## src/rtl/fwd_scoreboard_unit.sv

```systemverilog
// Forwarding scoreboard: tracks in-flight destination tags, selects bypass sources, flags load-use.
// Optional performance counters are enabled by defining FWD_PERF_CNT_EN.
module fwd_scoreboard_unit #(
  parameter int unsigned AW         = 4,
  parameter int unsigned DW         = 16,
  parameter int unsigned DEPTH      = 2,
  parameter int unsigned LOAD_STAGE = 1,
  localparam int unsigned SW        = $clog2(DEPTH + 1)
) (
  input  logic                clk,
  input  logic                rst,
  input  logic                hold,
  input  logic                ex_valid,
  input  logic                ex_reg_write,
  input  logic                ex_is_load,
  input  logic [AW-1:0]       ex_rdest,
  input  logic [AW-1:0]       ex_rsrc1,
  input  logic [AW-1:0]       ex_rsrc2,
  input  logic                ex_src1_used,
  input  logic                ex_src2_used,
  input  logic [DW-1:0]       rf_data1,
  input  logic [DW-1:0]       rf_data2,
  input  logic [DEPTH*DW-1:0] stage_data,
  output logic [SW-1:0]       src1_sel,
  output logic [SW-1:0]       src2_sel,
  output logic [DW-1:0]       op1_data,
  output logic [DW-1:0]       op2_data,
  output logic                stall,
  output logic [15:0]         perf_fwd_cnt,
  output logic [15:0]         perf_stall_cnt
);

  logic [DEPTH-1:0] valid_q;
  logic [DEPTH-1:0] load_q;
  logic [AW-1:0]    rdest_q [DEPTH];

  logic hit1, hit2, haz1, haz2;

  // Scan from youngest entry so the first hit wins; reset masks all matches.
  always_comb begin
    hit1     = 1'b0;
    hit2     = 1'b0;
    haz1     = 1'b0;
    haz2     = 1'b0;
    src1_sel = '0;
    src2_sel = '0;
    op1_data = rf_data1;
    op2_data = rf_data2;
    for (int unsigned k = 0; k < DEPTH; k++) begin
      if (!rst && !hit1 && ex_src1_used && valid_q[k] && (rdest_q[k] == ex_rsrc1)) begin
        hit1     = 1'b1;
        src1_sel = SW'(k + 1);
        op1_data = stage_data[k*DW +: DW];
        haz1     = load_q[k] && (k < LOAD_STAGE);
      end
      if (!rst && !hit2 && ex_src2_used && valid_q[k] && (rdest_q[k] == ex_rsrc2)) begin
        hit2     = 1'b1;
        src2_sel = SW'(k + 1);
        op2_data = stage_data[k*DW +: DW];
        haz2     = load_q[k] && (k < LOAD_STAGE);
      end
    end
    stall = ex_valid && !rst && (haz1 || haz2);
  end

  logic ex_tag_valid;
  assign ex_tag_valid = ex_valid && ex_reg_write && !stall;

  always_ff @(posedge clk) begin
    if (rst) begin
      valid_q <= '0;
      load_q  <= '0;
      for (int unsigned k = 0; k < DEPTH; k++) begin
        rdest_q[k] <= '0;
      end
    end else if (!hold) begin
      // A stalled EX instruction re-presents next cycle, so insert a bubble.
      valid_q[0] <= ex_tag_valid;
      load_q[0]  <= ex_tag_valid && ex_is_load;
      rdest_q[0] <= ex_rdest;
      for (int unsigned k = 1; k < DEPTH; k++) begin
        valid_q[k] <= valid_q[k-1];
        load_q[k]  <= load_q[k-1];
        rdest_q[k] <= rdest_q[k-1];
      end
    end
  end

`ifdef FWD_PERF_CNT_EN
  logic [15:0] fwd_cnt_q;
  logic [15:0] stall_cnt_q;

  always_ff @(posedge clk) begin
    if (rst) begin
      fwd_cnt_q   <= '0;
      stall_cnt_q <= '0;
    end else if (!hold) begin
      if (stall && (stall_cnt_q != 16'hFFFF)) begin
        stall_cnt_q <= stall_cnt_q + 16'd1;
      end
      if (!stall && ex_valid && ((src1_sel != '0) || (src2_sel != '0)) &&
          (fwd_cnt_q != 16'hFFFF)) begin
        fwd_cnt_q <= fwd_cnt_q + 16'd1;
      end
    end
  end

  assign perf_fwd_cnt   = fwd_cnt_q;
  assign perf_stall_cnt = stall_cnt_q;
`else
  assign perf_fwd_cnt   = 16'h0000;
  assign perf_stall_cnt = 16'h0000;
`endif

endmodule
```

## config.mk

```make
export PLATFORM = sky130hd
export DESIGN_NAME = fwd_scoreboard_unit
export DESIGN_NICKNAME = d
export VERILOG_FILES = /design/src/rtl/fwd_scoreboard_unit.sv
export SDC_FILE = /design/constraint.sdc
export NUM_CORES = 1
export LEC_CHECK = 0
export CAP_MARGIN = 25
export CORE_MARGIN = 2
export CORE_UTILIZATION = 25
export CTS_BUF_LIST = sky130_fd_sc_hd__clkbuf_4 sky130_fd_sc_hd__clkbuf_8
export CTS_CLUSTER_DIAMETER = 100
export DETAILED_ROUTE_END_ITERATION = 8
export GPL_TIMING_DRIVEN = 0
export PLACE_DENSITY = 0.79
export SYNTH_ARGS = -nofsm -noshare
export SYNTH_HDL_FRONTEND = slang
export SYNTH_SLANG_ARGS = --single-unit
```

## constraint.sdc

```tcl
create_clock -name clk -period 2.2 [get_ports clk]
set_input_delay 0.44 -clock clk [delete_from_list [all_inputs] [get_ports clk]]
set_output_delay 0.44 -clock clk [all_outputs]
set_load 0.05 [all_outputs]
```

==> results.md <==
STA
- 3.65 ps — Final Skew
- -5030 ps — summed negative setup slack over all endpoints
- 0 — Max Transition Viols Final
- 0 — count of endpoints failing hold in the final timing report
- 0.665 — Worst slew margin
- 32 — Setup-failing EPs final
- 501 ps — Worst-Margin Slew
- 410 MHz — achievable clock frequency
- -239 ps — fin worst setup slack
- 2440 ps — min Tclk post-route
- true — RSZ-0062 raised after global routing
- 1.11 — ratio of final minimum period to clock period

Final layout
- 588 — filler cell count
- 1320 µm² — area of the multi-input gates
- 0 — number of inserted diodes
- 126% — layout overhead on the synthesized area
- 0.576 — final core utilization
- 461 — number of nets in the finished design
- 300 µm² — register area
- 0.407 — share of post-route cells with drive strength above 1

Run status
- negative setup slack — violated checks
- complete, but fails checks — run status

Synthesis
- 0.189 — post-synthesis sequential area ratio
- 0.208 — top-area cell type share of the netlist area
- sky130_fd_sc_hd__nor2_1 — most common cell in the synthesized netlist
- 7.86 µm² — Avg Synthesized Cell Area
- sky130_fd_sc_hd__edfxtp_1 — most used flip-flop cell after synthesis
- 11 — flip-flop and latch count after synthesis
- 1590 µm² — Post-Synthesis Cell Area
- sky130_fd_sc_hd__mux2i_1, sky130_fd_sc_hd__buf_4, sky130_fd_sc_hd__edfxtp_1 — synth top area cells
- 202 — gate count of the mapped netlist
- sky130_fd_sc_hd__mux2i_1 — Yosys top cell by area
- 25 — post-synth cell types
- 8 — number of enable-type register cells in the synthesized netlist
- sky130_fd_sc_hd__nor2_1, sky130_fd_sc_hd__a21oi_1, sky130_fd_sc_hd__mux2i_1, sky130_fd_sc_hd__buf_4, sky130_fd_sc_hd__xor2_1 — commonest cells in the synthesized netlist
- 0 — share of flip-flops with an asynchronous set or reset after synthesis
- 0 — Warnings, synthesis

Worst setup path
- 2000 ps — arrival time of data at the critical path endpoint
- xor2_1, nor3_2, nand4_1, buf_6, buf_12, buf_6, mux2i_1, a21oi_1, buf_4 — sequence of cells on the critical path
- load_q[0] — r2r endpoint
- buffers and inverters — cell family contributing the most delay on the critical path
- 7 — worst-case reg-to-reg path depth
- 1760 ps — critical path data required time
- 4 — maximum fanout along the worst path
- rdest_q[0][7] — launching element of the worst setup path
- 420 ps — largest stage delay on the critical path
- op2_data[15] — Worst setup endpoint
- flip-flop — nature of the critical path startpoint
- 560 ps — register-to-register setup slack
- sky130_fd_sc_hd__buf_6 — most frequent cell on the critical path
- primary output — kind of end point of the critical path
- 9 — cell count along the critical path
- flip-flop to primary output — kind of critical path
- rdest_q[0][0] — reg2reg start
- sky130_fd_sc_hd__edfxtp_1 — slowest stage cell, crit path
- 4 — buffers and inverters on the worst path

Floorplan
- 153 — I/O pin total
- 0.254 — starting density of the core
- 7000 µm² — Die Area
- 6240 µm² — Std-Cell Core Area
- 29 — number of rows created at floorplan
- 83.7 µm — Horiz. Die Dim
- 83.7 µm — Die Span Y

Pwr
- 304 nW/µm² — power per cell area
- 0.458 mV — worst ir drop on vdd
- 1090 µW — Power, Total
- 0.00173 µW — Lkg Pwr

Global route
- 0 — initial antenna violation count
- 0 — total congestion overflow after global routing
- 11 — largest net degree at the start of global routing
- 0.177 — combined global-route utilization of all metal layers
- 10100 µm — first-pass GRT wire length
- 2049 — via count of the first global-routing pass

Drt
- 6390 µm — sum of routed wire length over all layers
- 4 — Pre-antenna DRT Iters
- 4.26 — Vias per Instance
- 1930 — total via count in the routed design
- 0 — DRC violation count after routing
- 26 — Detailed Route Iter0 Violations
- 0 — Detail Route Antenna Nets
- 14.1 µm — DR WL/cell

Min path
- 2 — worst hold stages
- flip-flop to flip-flop — kind of path behind the tightest hold check

CTS
- 11 — CTS Sinks
- done — CTS tree
- 2 — maximum buffer depth of the clock tree
- 1 — H-tree Lvls
- sky130_fd_sc_hd__clkbuf_8 — root buf cell
- 0 — hold bufs inserted after CTS
- 3 — total clock buffers created by CTS
- 50 ps — Clock Pin Slew Worst Setup and Hold Paths
- 230 ps — clock insertion delay at the later pin of the skew report

Place
- 0.879 — final weighted congestion of routability-driven global placement
- 5010 µm — placed wire-length estimate after detailed placement
- -1240 ps — setup slack at placement
- 120 — port buffer count

Flow run
- 0 — number of violations of the max-capacitance limit

==> repair_timing <==
| action | CTS | global route |
|---|---|---|
| endpoints found under the setup margin | 37 | 36 |
| setup buffers | 16 | 1 |
| gates resized for setup | 305 | 10 |
| pin swaps | 38 | 3 |
| cloned | 2 | 0 |
==> worst min-delay path by stage <==
stage / endpoint / from / slack (ps)
global route: valid_q[0] / valid_q[0] / 470
floorplan: valid_q[0] / valid_q[0] / 430
detailed placement: valid_q[0] / valid_q[0] / 450
global placement: valid_q[0] / valid_q[0] / 450
CTS: valid_q[0] / valid_q[0] / 460
finish: valid_q[0] / valid_q[0] / 460
==> where the power goes <==
group	switching [µW]	leakage [µW]	total (µW)	internal [µW]
sequential	11.4	0.000112	249	237
clock	68.4	0.0000262	207	139
combinational	353	0.00160	636	283
total	433	0.00173	1090	659
==> layer usage <==
layer / GRT usage / up-vias / wire (µm)
li1: - / 979 / -
met4: 0.0469 / 0 / 106
met1: 0.196 / 867 / 2460
met3: 0.0257 / 8 / 318
met2: 0.349 / 76 / 3510
met5: 0 / - / 0
==> cell type report <==
class | instances | share of cell area
inverters | 3 | 0.00383
well taps | 77 | 0.0268
multi-input cells | 177 | 0.366
repair buffers | 139 | 0.407
flip-flops and latches | 11 | 0.0835
plain buffers | 42 | 0.0992
clock buffers | 4 | 0.0136
==> state kept, by name, indices dropped and copies added (netlist names) <==
name     flops
load_q       1
rdest_q      8
valid_q      2
==> worst min-delay path, cell delays in order, from the launching register on <==
cell	delay (ps)
sky130_fd_sc_hd__dfxtp_1	310
sky130_fd_sc_hd__nand2_1	50
sky130_fd_sc_hd__o21ai_1	50
==> placed cells by master (no fill, tap or decap), types with 6 or more instances in the layout <==
master,count
sky130_fd_sc_hd__clkdlybuf4s50_1,74
sky130_fd_sc_hd__buf_6,46
sky130_fd_sc_hd__buf_4,44
sky130_fd_sc_hd__conb_1,32
sky130_fd_sc_hd__nor2_1,27
sky130_fd_sc_hd__mux2i_1,22
sky130_fd_sc_hd__a21oi_2,22
sky130_fd_sc_hd__xor2_1,12
sky130_fd_sc_hd__nor2_2,9
sky130_fd_sc_hd__and2_1,8
sky130_fd_sc_hd__edfxtp_1,8
sky130_fd_sc_hd__mux2i_4,6
sky130_fd_sc_hd__a21oi_1,6
==> per-stage QoR <==
stage	cell area, µm²	hold slack, ps	std cells
4_1_cts	3550	460	452
6_report	3600	461	453
3_3_place_gp	3130	451	430
3_5_place_dp	3130	453	430
5_1_grt	3600	469	453
2_1_floorplan	1840	433	233
==> cells by family (layout without fill, tap and decap cells) <==
logic type      Yosys count  in the layout  share of synthesized area
compound gates           36             36                      0.115
buf+inv                  45            188                      0.217
mux                      33             33                      0.208
other cells               1             32                    0.00236
xor+xnor                 16             16                     0.0883
simple gates             60             60                      0.180
flops                    11             11                      0.189
No activity file was read; power rests on OpenSTA's default activity.
